### config.mk
export PLATFORM = sky130hd
export DESIGN_NAME = led_flash_driver
export DESIGN_NICKNAME = d
export VERILOG_FILES = /design/src/rtl/led_flash_driver_pkg.sv /design/src/rtl/led_flash_driver_timer.sv /design/src/rtl/led_flash_driver.sv
export SDC_FILE = /design/constraint.sdc
export NUM_CORES = 1
export LEC_CHECK = 0
export ABC_AREA = 0
export CORE_MARGIN = 2
export CORE_UTILIZATION = 35
export CTS_BUF_LIST = sky130_fd_sc_hd__clkbuf_4 sky130_fd_sc_hd__clkbuf_8
export DETAILED_ROUTE_END_ITERATION = 10
export GPL_TIMING_DRIVEN = 0
export PLACE_DENSITY = 0.52
export REMOVE_ABC_BUFFERS = 1
export SYNTH_ARGS = -nofsm -noshare
export SYNTH_HDL_FRONTEND = slang
export SYNTH_HIERARCHICAL = 1
export SYNTH_SLANG_ARGS = --single-unit
export TNS_END_PERCENT = 1
### constraint.sdc
create_clock -name clk -period 7.3 [get_ports clk]
set_input_delay 1.46 -clock clk [delete_from_list [all_inputs] [get_ports clk]]
set_output_delay 1.46 -clock clk [all_outputs]
set_load 0.005 [all_outputs]
### src/rtl/led_flash_driver_pkg.sv
// Shared state encoding and timing defaults for the button/LED chain.
// The timing defaults are also used by the button input chain.
package led_flash_driver_pkg;

    typedef enum logic [1:0] {
        ST_IDLE = 2'd0,
        ST_ON   = 2'd1,
        ST_OFF  = 2'd2
    } flash_state_e;

    localparam int unsigned DEF_ON_CYCLES  = 5_000_000;  // 100 ms at 50 MHz
    localparam int unsigned DEF_OFF_CYCLES = 5_000_000;
    localparam int unsigned DEF_SIM_ON     = 4;
    localparam int unsigned DEF_SIM_OFF    = 3;

    function automatic int unsigned max_u(input int unsigned a, input int unsigned b);
        return (a > b) ? a : b;
    endfunction

    // Counter width able to reach n-1. Never returns less than 1 bit.
    function automatic int unsigned cnt_width(input int unsigned n);
        return ($clog2(n) > 0) ? $clog2(n) : 1;
    endfunction

endpackage

### src/rtl/led_flash_driver_timer.sv
// Interval timer: free-running counter with sync restart and a terminal-count flag.
module interval_timer #(
    parameter int unsigned W = 4
) (
    input  logic         clk,
    input  logic         rst,
    input  logic         restart,
    input  logic         run,
    input  logic [W-1:0] term,
    output logic         tc
);

    logic [W-1:0] count_q, count_d;

    always_comb begin
        count_d = count_q;
        if (restart) begin
            count_d = '0;
        end else if (run) begin
            count_d = count_q + W'(1);
        end
    end

    always_ff @(posedge clk or posedge rst) begin
        if (rst) begin
            count_q <= '0;
        end else begin
            count_q <= count_d;
        end
    end

    assign tc = (count_q == term);

endmodule

### src/rtl/led_flash_driver.sv
// Turns one-cycle event pulses into LED flashes of T_ON on / T_OFF off,
// queueing pulses that arrive mid-flash in a saturating pending counter.
module led_flash_driver
    import led_flash_driver_pkg::*;
#(
    parameter bit          sim        = 1'b0,
    parameter int unsigned ON_CYCLES  = DEF_ON_CYCLES,
    parameter int unsigned OFF_CYCLES = DEF_OFF_CYCLES,
    parameter int unsigned SIM_ON     = DEF_SIM_ON,
    parameter int unsigned SIM_OFF    = DEF_SIM_OFF,
    parameter int unsigned PEND_W     = 4
) (
    input  logic              clk,
    input  logic              reset,
    input  logic              pulse_in,
    input  logic              clear,
    output logic              led,
    output logic              busy,
    output logic [PEND_W-1:0] pending,
    output logic              overflow
);

    localparam int unsigned T_ON  = sim ? SIM_ON  : ON_CYCLES;
    localparam int unsigned T_OFF = sim ? SIM_OFF : OFF_CYCLES;
    localparam int unsigned CNT_W = cnt_width(max_u(T_ON, T_OFF));

    flash_state_e      state_q, state_d;
    logic [PEND_W-1:0] pend_q, pend_d;
    logic              ovf_q, ovf_d;
    logic              led_q, led_d;
    logic              busy_q, busy_d;

    logic              req, start, restart, run, tc;
    logic [CNT_W-1:0]  term;

    assign term = (state_q == ST_ON) ? CNT_W'(T_ON - 1) : CNT_W'(T_OFF - 1);
    assign req  = (pend_q != '0) || pulse_in;

    interval_timer #(
        .W (CNT_W)
    ) u_timer (
        .clk     (clk),
        .rst     (reset),
        .restart (restart),
        .run     (run),
        .term    (term),
        .tc      (tc)
    );

    always_comb begin
        state_d = state_q;
        pend_d  = pend_q;
        ovf_d   = ovf_q;
        start   = 1'b0;
        restart = 1'b0;
        run     = 1'b0;

        unique case (state_q)
            ST_IDLE: start = req;
            ST_ON: begin
                run = 1'b1;
                if (tc) begin
                    state_d = ST_OFF;
                    restart = 1'b1;
                end
            end
            ST_OFF: begin
                run = 1'b1;
                if (tc) begin
                    restart = 1'b1;
                    if (req) start = 1'b1;
                    else     state_d = ST_IDLE;
                end
            end
            default: state_d = ST_IDLE;
        endcase

        // A start consumes one queued event; a coincident new pulse replaces it.
        if (start) begin
            state_d = ST_ON;
            restart = 1'b1;
            if (!pulse_in) pend_d = pend_q - PEND_W'(1);
        end else if (pulse_in) begin
            if (pend_q == '1) ovf_d  = 1'b1;
            else              pend_d = pend_q + PEND_W'(1);
        end

        if (clear) begin
            state_d = ST_IDLE;
            pend_d  = '0;
            ovf_d   = 1'b0;
            restart = 1'b1;
            run     = 1'b0;
        end

        led_d  = (state_d == ST_ON);
        busy_d = (state_d != ST_IDLE);
    end

    always_ff @(posedge clk or posedge reset) begin
        if (reset) begin
            state_q <= ST_IDLE;
            pend_q  <= '0;
            ovf_q   <= 1'b0;
            led_q   <= 1'b0;
            busy_q  <= 1'b0;
        end else begin
            state_q <= state_d;
            pend_q  <= pend_d;
            ovf_q   <= ovf_d;
            led_q   <= led_d;
            busy_q  <= busy_d;
        end
    end

    assign led      = led_q;
    assign busy     = busy_q;
    assign pending  = pend_q;
    assign overflow = ovf_q;

endmodule

== Word-level counts from Yosys, hierarchy flattened ==
Index checks and enable logic that the tools add are counted.
Widths: inputs -> output; s select.
Storage, ports and cells
  bits in registers: 32
Operators by class
  reduce and logical (&&, ||, !) cells: 11
  multiplexer cells: 26
  eq/ne operators: 8
  $add $sub $neg: 3
Operators with widths (number)
  $mux 23: 2
  $add 23x1->23 const B: 1
  $eq 23x23->1 const B: 1
  $mux 4: 5
  $mux 1: 12
  $mux 2: 5
  $reduce_bool 2->1: 4
  $ne 3x3->1 const B: 2
  $pmux 2 s3: 1
  $reduce_and 3->1: 2
  $add 4x1->4 const B: 1
  $eq 2x1->1 const B: 2
  $eq 4x4->1 const B: 1
  $reduce_bool 4->1: 1
  $sub 4x1->4 const B: 1
  $reduce_bool 3->1: 1
  $eq 2x2->1 const B: 1
  $logic_not 2->1: 1
  $ne 2x2->1 const B: 1
  $pmux 1 s2: 1
  $reduce_or 2->1: 1
  $logic_or 1x1->1: 1

== Logic depth before layout (Yosys ltp) ==
  depth after elaboration: 8
  mapped depth: 14
  depth with buffers taken out: 12

== By module ==
Netlist, hierarchy kept.
By module, submodules not included
  interval_timer: times used 1, cells an instance 156, area an instance 1440.1 sq um, seq. area each 575.6 sq um
  led_flash_driver: times used 1, cells an instance 65, area an instance 636.9 sq um, seq. area each 225.2 sq um

== Worst setup path before layout ==
Ideal clock, no wire load.
  path type: input port to flip-flop
  start point: input port pulse_in
  end point: register u_timer.count_q[21]
  data required time: 7.175 ns
  arrival time: 3.549 ns
  library setup time: 0.125 ns
  slack: 3.626 ns
  stages on the path: 10
  cell sequence: nor4_2 -> a21o_2 -> inv_1 -> a211o_1 -> buf_2 -> o211ai_1 -> or4_1 -> clkbuf_1 -> nor4_1 -> mux2_2
Between the ends
  word-level cells in the longest chain between the ends: 7
  elaborated cells on any way between the ends: 8
RTL lines
  start: declaration: line led_flash_driver.sv:15  | input logic pulse_in,
  $logic_or 1x1->1 *: line led_flash_driver.sv:37  | assign req = (pend_q != '0) || pulse_in;
  $mux 1: line led_flash_driver.sv:71  | if (req) start = 1'b1;
  $mux 1: line led_flash_driver.sv:69  | if (tc) begin
  $pmux 1 s2 *: line led_flash_driver.sv:58  | unique case (state_q)
  $mux 1 *: line led_flash_driver.sv:79  | if (start) begin
  $mux 1 *: line led_flash_driver.sv:88  | if (clear) begin
  named net restart: line led_flash_driver.sv:33  | logic req, start, restart, run, tc;
  $mux 23 or $reduce_bool 2->1 (tied branches)
  end signal: assignment: line led_flash_driver_timer.sv:28  | count_q <= count_d;
  end: declaration: line led_flash_driver_timer.sv:13  | logic [W-1:0] count_q, count_d;
Mark *: on every way through the listed nets, which the timed path passes. The rest lies on a longest branch.
A chain may end at the register's enable or synchronous reset.

== Final worst setup path ==
Ends and elaborated chain as after synthesis.

==> impl_metrics.tcl <==
set metrics [dict create \
    maxCapViolCount 0 \
    ant_nets 0 \
    io_buffers 10 \
    drive_gt1_frac 0.0873 \
    whs_path_depth 2 \
    wl_mm 3.99 \
    vdd_ir_drop_max_uv 107 \
    rsz0062_at_grt "no" \
    areaGrowthSynthToFinish_pct 17.5 \
    met1_usage 0.174 \
    drc_errors 0 \
    crit_required_ps 7480 \
    synth_largest_area_cell "dfrtp_1" \
    r2r-start "u_timer/count_q[10]" \
    core_um2 5820 \
    path_clk_slew_ps 70 \
    seq_area_frac_synth 0.386 \
    finalHoldViolations 0 \
    dp_hpwl_mm 2.91 \
    finalHoldWorstSlack_ps 579 \
    synth_cells 221 \
    wire_per_inst_um 12.2 \
    holdBufCountCts 0 \
    grt_pass1_vias 1550 \
    synth_edf_count 0 \
    yosysWarnings 6 \
    finalSetupViolCount 0 \
    ys_types 45 \
    hold_end "u_timer/count_q[22]" \
    clock-sinks 32 \
    drt_first_pass_iters 4 \
    track_usage 0.140 \
    async_flop_share 1.00 \
    synth-main-ff-cell "dfrtp_1" \
    numCtsBuffers 5 \
    vias 1567 \
    grt_overflow 0 \
    grt_use_met2 0.241 \
    reg2reg_setup_slack_ps 2640 \
    tritoncts "done" \
    start_util 0.357 \
    worstMarginPinSlew_ps 902 \
    hp-class "reg -> reg" \
    timing.rr.end "u_timer/count_q[21]" \
    final_cell_mix "dfrtp_1, conb_1, nor2_1, xor2_1, xnor2_1" \
    p_per_area_nw_per_um2 221 \
    num_antenna_cells 0 \
    initialDrtViolationCount 81 \
    arrival_ps 4890 \
    fin_nets 263 \
    post_cts_buffers 0 \
    clock.fmax_mhz 212 \
    start_kind "input port" \
    finalCritPeriodShare 0.646 \
    min_from "u_timer/count_q[22]" \
    worst-path-max-fanout 27 \
    gr-max-usage-layer "met2" \
    setup_tns_ps 0 \
    fin_crit_ps 4710 \
    dieWidth_um 81.0 \
    io_pins 11 \
    die_h_um 81.0 \
    syn-cell-area_um2 2080 \
    power.leakage_nw 1.03 \
    relSlewSlack 0.399 \
    groute.layer.met3.usage 0.0278 \
    status "complete, no violations" \
    grt_max_degree 28 \
    die-area_um2 6570 \
    crit_type "in -> reg" \
    end_kind "flip-flop" \
    fp-row-count 28 \
    htreeDepth 2 \
    clk_latency_ps 290 \
    place_congestion 0.743 \
    fin_skew_ps 4.48 \
    clock_path_buffers 2 \
    clockRootBuffer "clkbuf_8" \
    ys_ff_latch 32 \
    reg2reg_depth 12 \
    grt_pass1_wl_mm 7.13 \
    synth_top_area_frac 0.386 \
    postCtsResizedCells 0 \
    synth_area_leaders "dfrtp_1, xor2_1, xnor2_1" \
    viasPerCell 4.79 \
    avgSynthCellArea_um2 9.40 \
    final_cell_count_no_fill 327 \
    layout_commonest_cell "dfrtp_1" \
    dpl.cell_count 319 \
    total_power_w 0.000539 \
    drv_slew 0 \
    antenna_found_initial 0 \
]
[worst max path at each step]
stage,start,endpoint,slack (ps)
floorplan,pulse_in,u_timer/count_q[21],3320
global placement,pulse_in,u_timer/count_q[21],2180
detailed placement,pulse_in,u_timer/count_q[21],2200
CTS,pulse_in,u_timer/count_q[21],2510
global route,u_timer/count_q[7],u_timer/count_q[21],2070
finish,pulse_in,u_timer/count_q[21],2590
[power by group]
group / leakage [nW] / internal [W] / switching, W / total (W)
Clock: 0.0645 / 0.000120 / 0.0000674 / 0.000188
Combinational: 0.523 / 0.0000699 / 0.0000726 / 0.000143
Sequential: 0.438 / 0.000191 / 0.0000184 / 0.000209
Total: 1.03 / 0.000381 / 0.000158 / 0.000539
[sequential cells by signal, indices dropped and copies added (netlist names)]
signal	count
u_timer/count_q	23
pending	4
state_q	2
busy	1
led	1
overflow	1
[final cells by class]
type / instances / area (um^2)
sequential: 32 / 801
inverter: 11 / 41.3
multi-input combinational: 191 / 1280
fill: 586 / 3370
clock inverter: 1 / 30.0
timing repair buffer: 10 / 100
tap: 75 / 93.8
clock buffer: 7 / 96.3
[cell families (layout without fill, tap and decap cells)]
group / Yosys count / count (layout) / share of synthesized area
buffers and inverters: 19 / 29 / 0.0367
XOR/XNOR: 35 / 35 / 0.148
AO/OA/AOI/OAI: 35 / 35 / 0.113
AND/OR/NAND/NOR: 83 / 83 / 0.225
multiplexers: 7 / 7 / 0.0367
adder cells (fa/ha/maj): 8 / 8 / 0.0518
other: 2 / 23 / 0.00362
flip-flops: 32 / 32 / 0.386
[routing by layer]
metal | vias up | wire length, um
li1 | 818 | -
met1 | 729 | 1890
met2 | 15 | 1940
met3 | 5 | 100
met4 | 0 | 52
met5 | - | 0
[per-stage QoR]
stage / worst slack (ps) / utilization / cell area, um^2
3_3_place_gp: 2180 / 0.398 / 2310
2_1_floorplan: 3320 / - / 2120
6_report: 2590 / 0.420 / 2440
5_1_grt: 2070 / 0.420 / 2440
4_1_cts: 2510 / 0.420 / 2440
3_5_place_dp: 2200 / 0.398 / 2310
[Yosys cell counts (2+ instances only)]
master     instances
inv_1             11
o21ai_0           10
nor2b_1            2
xor2_1            19
conb_1             2
mux2_2             3
nand2b_1           2
clkbuf_2           2
a21oi_1           13
buf_2              2
ha_1               7
a21o_2             2
mux2i_1            2
or4_1              3
nor2_1            19
dfrtp_1           32
nand3_1            8
clkbuf_1           3
a211o_1            2
a2111oi_0          2
xnor2_1           16
mux2_1             2
or3_1              7
nand2_1           10
nand4_1            9
or3_2              3
nor4_1             7
nor3_1             4
[critical path, cell delays in order]
cell	delay, ps
clkdlybuf4s50_1	530
nor4_2	70
a21o_2	240
inv_1	130
a211o_1	720
o211ai_1	280
or4_1	710
nor4_1	360
mux2_2	370
Power figures use the tool's default switching activity.
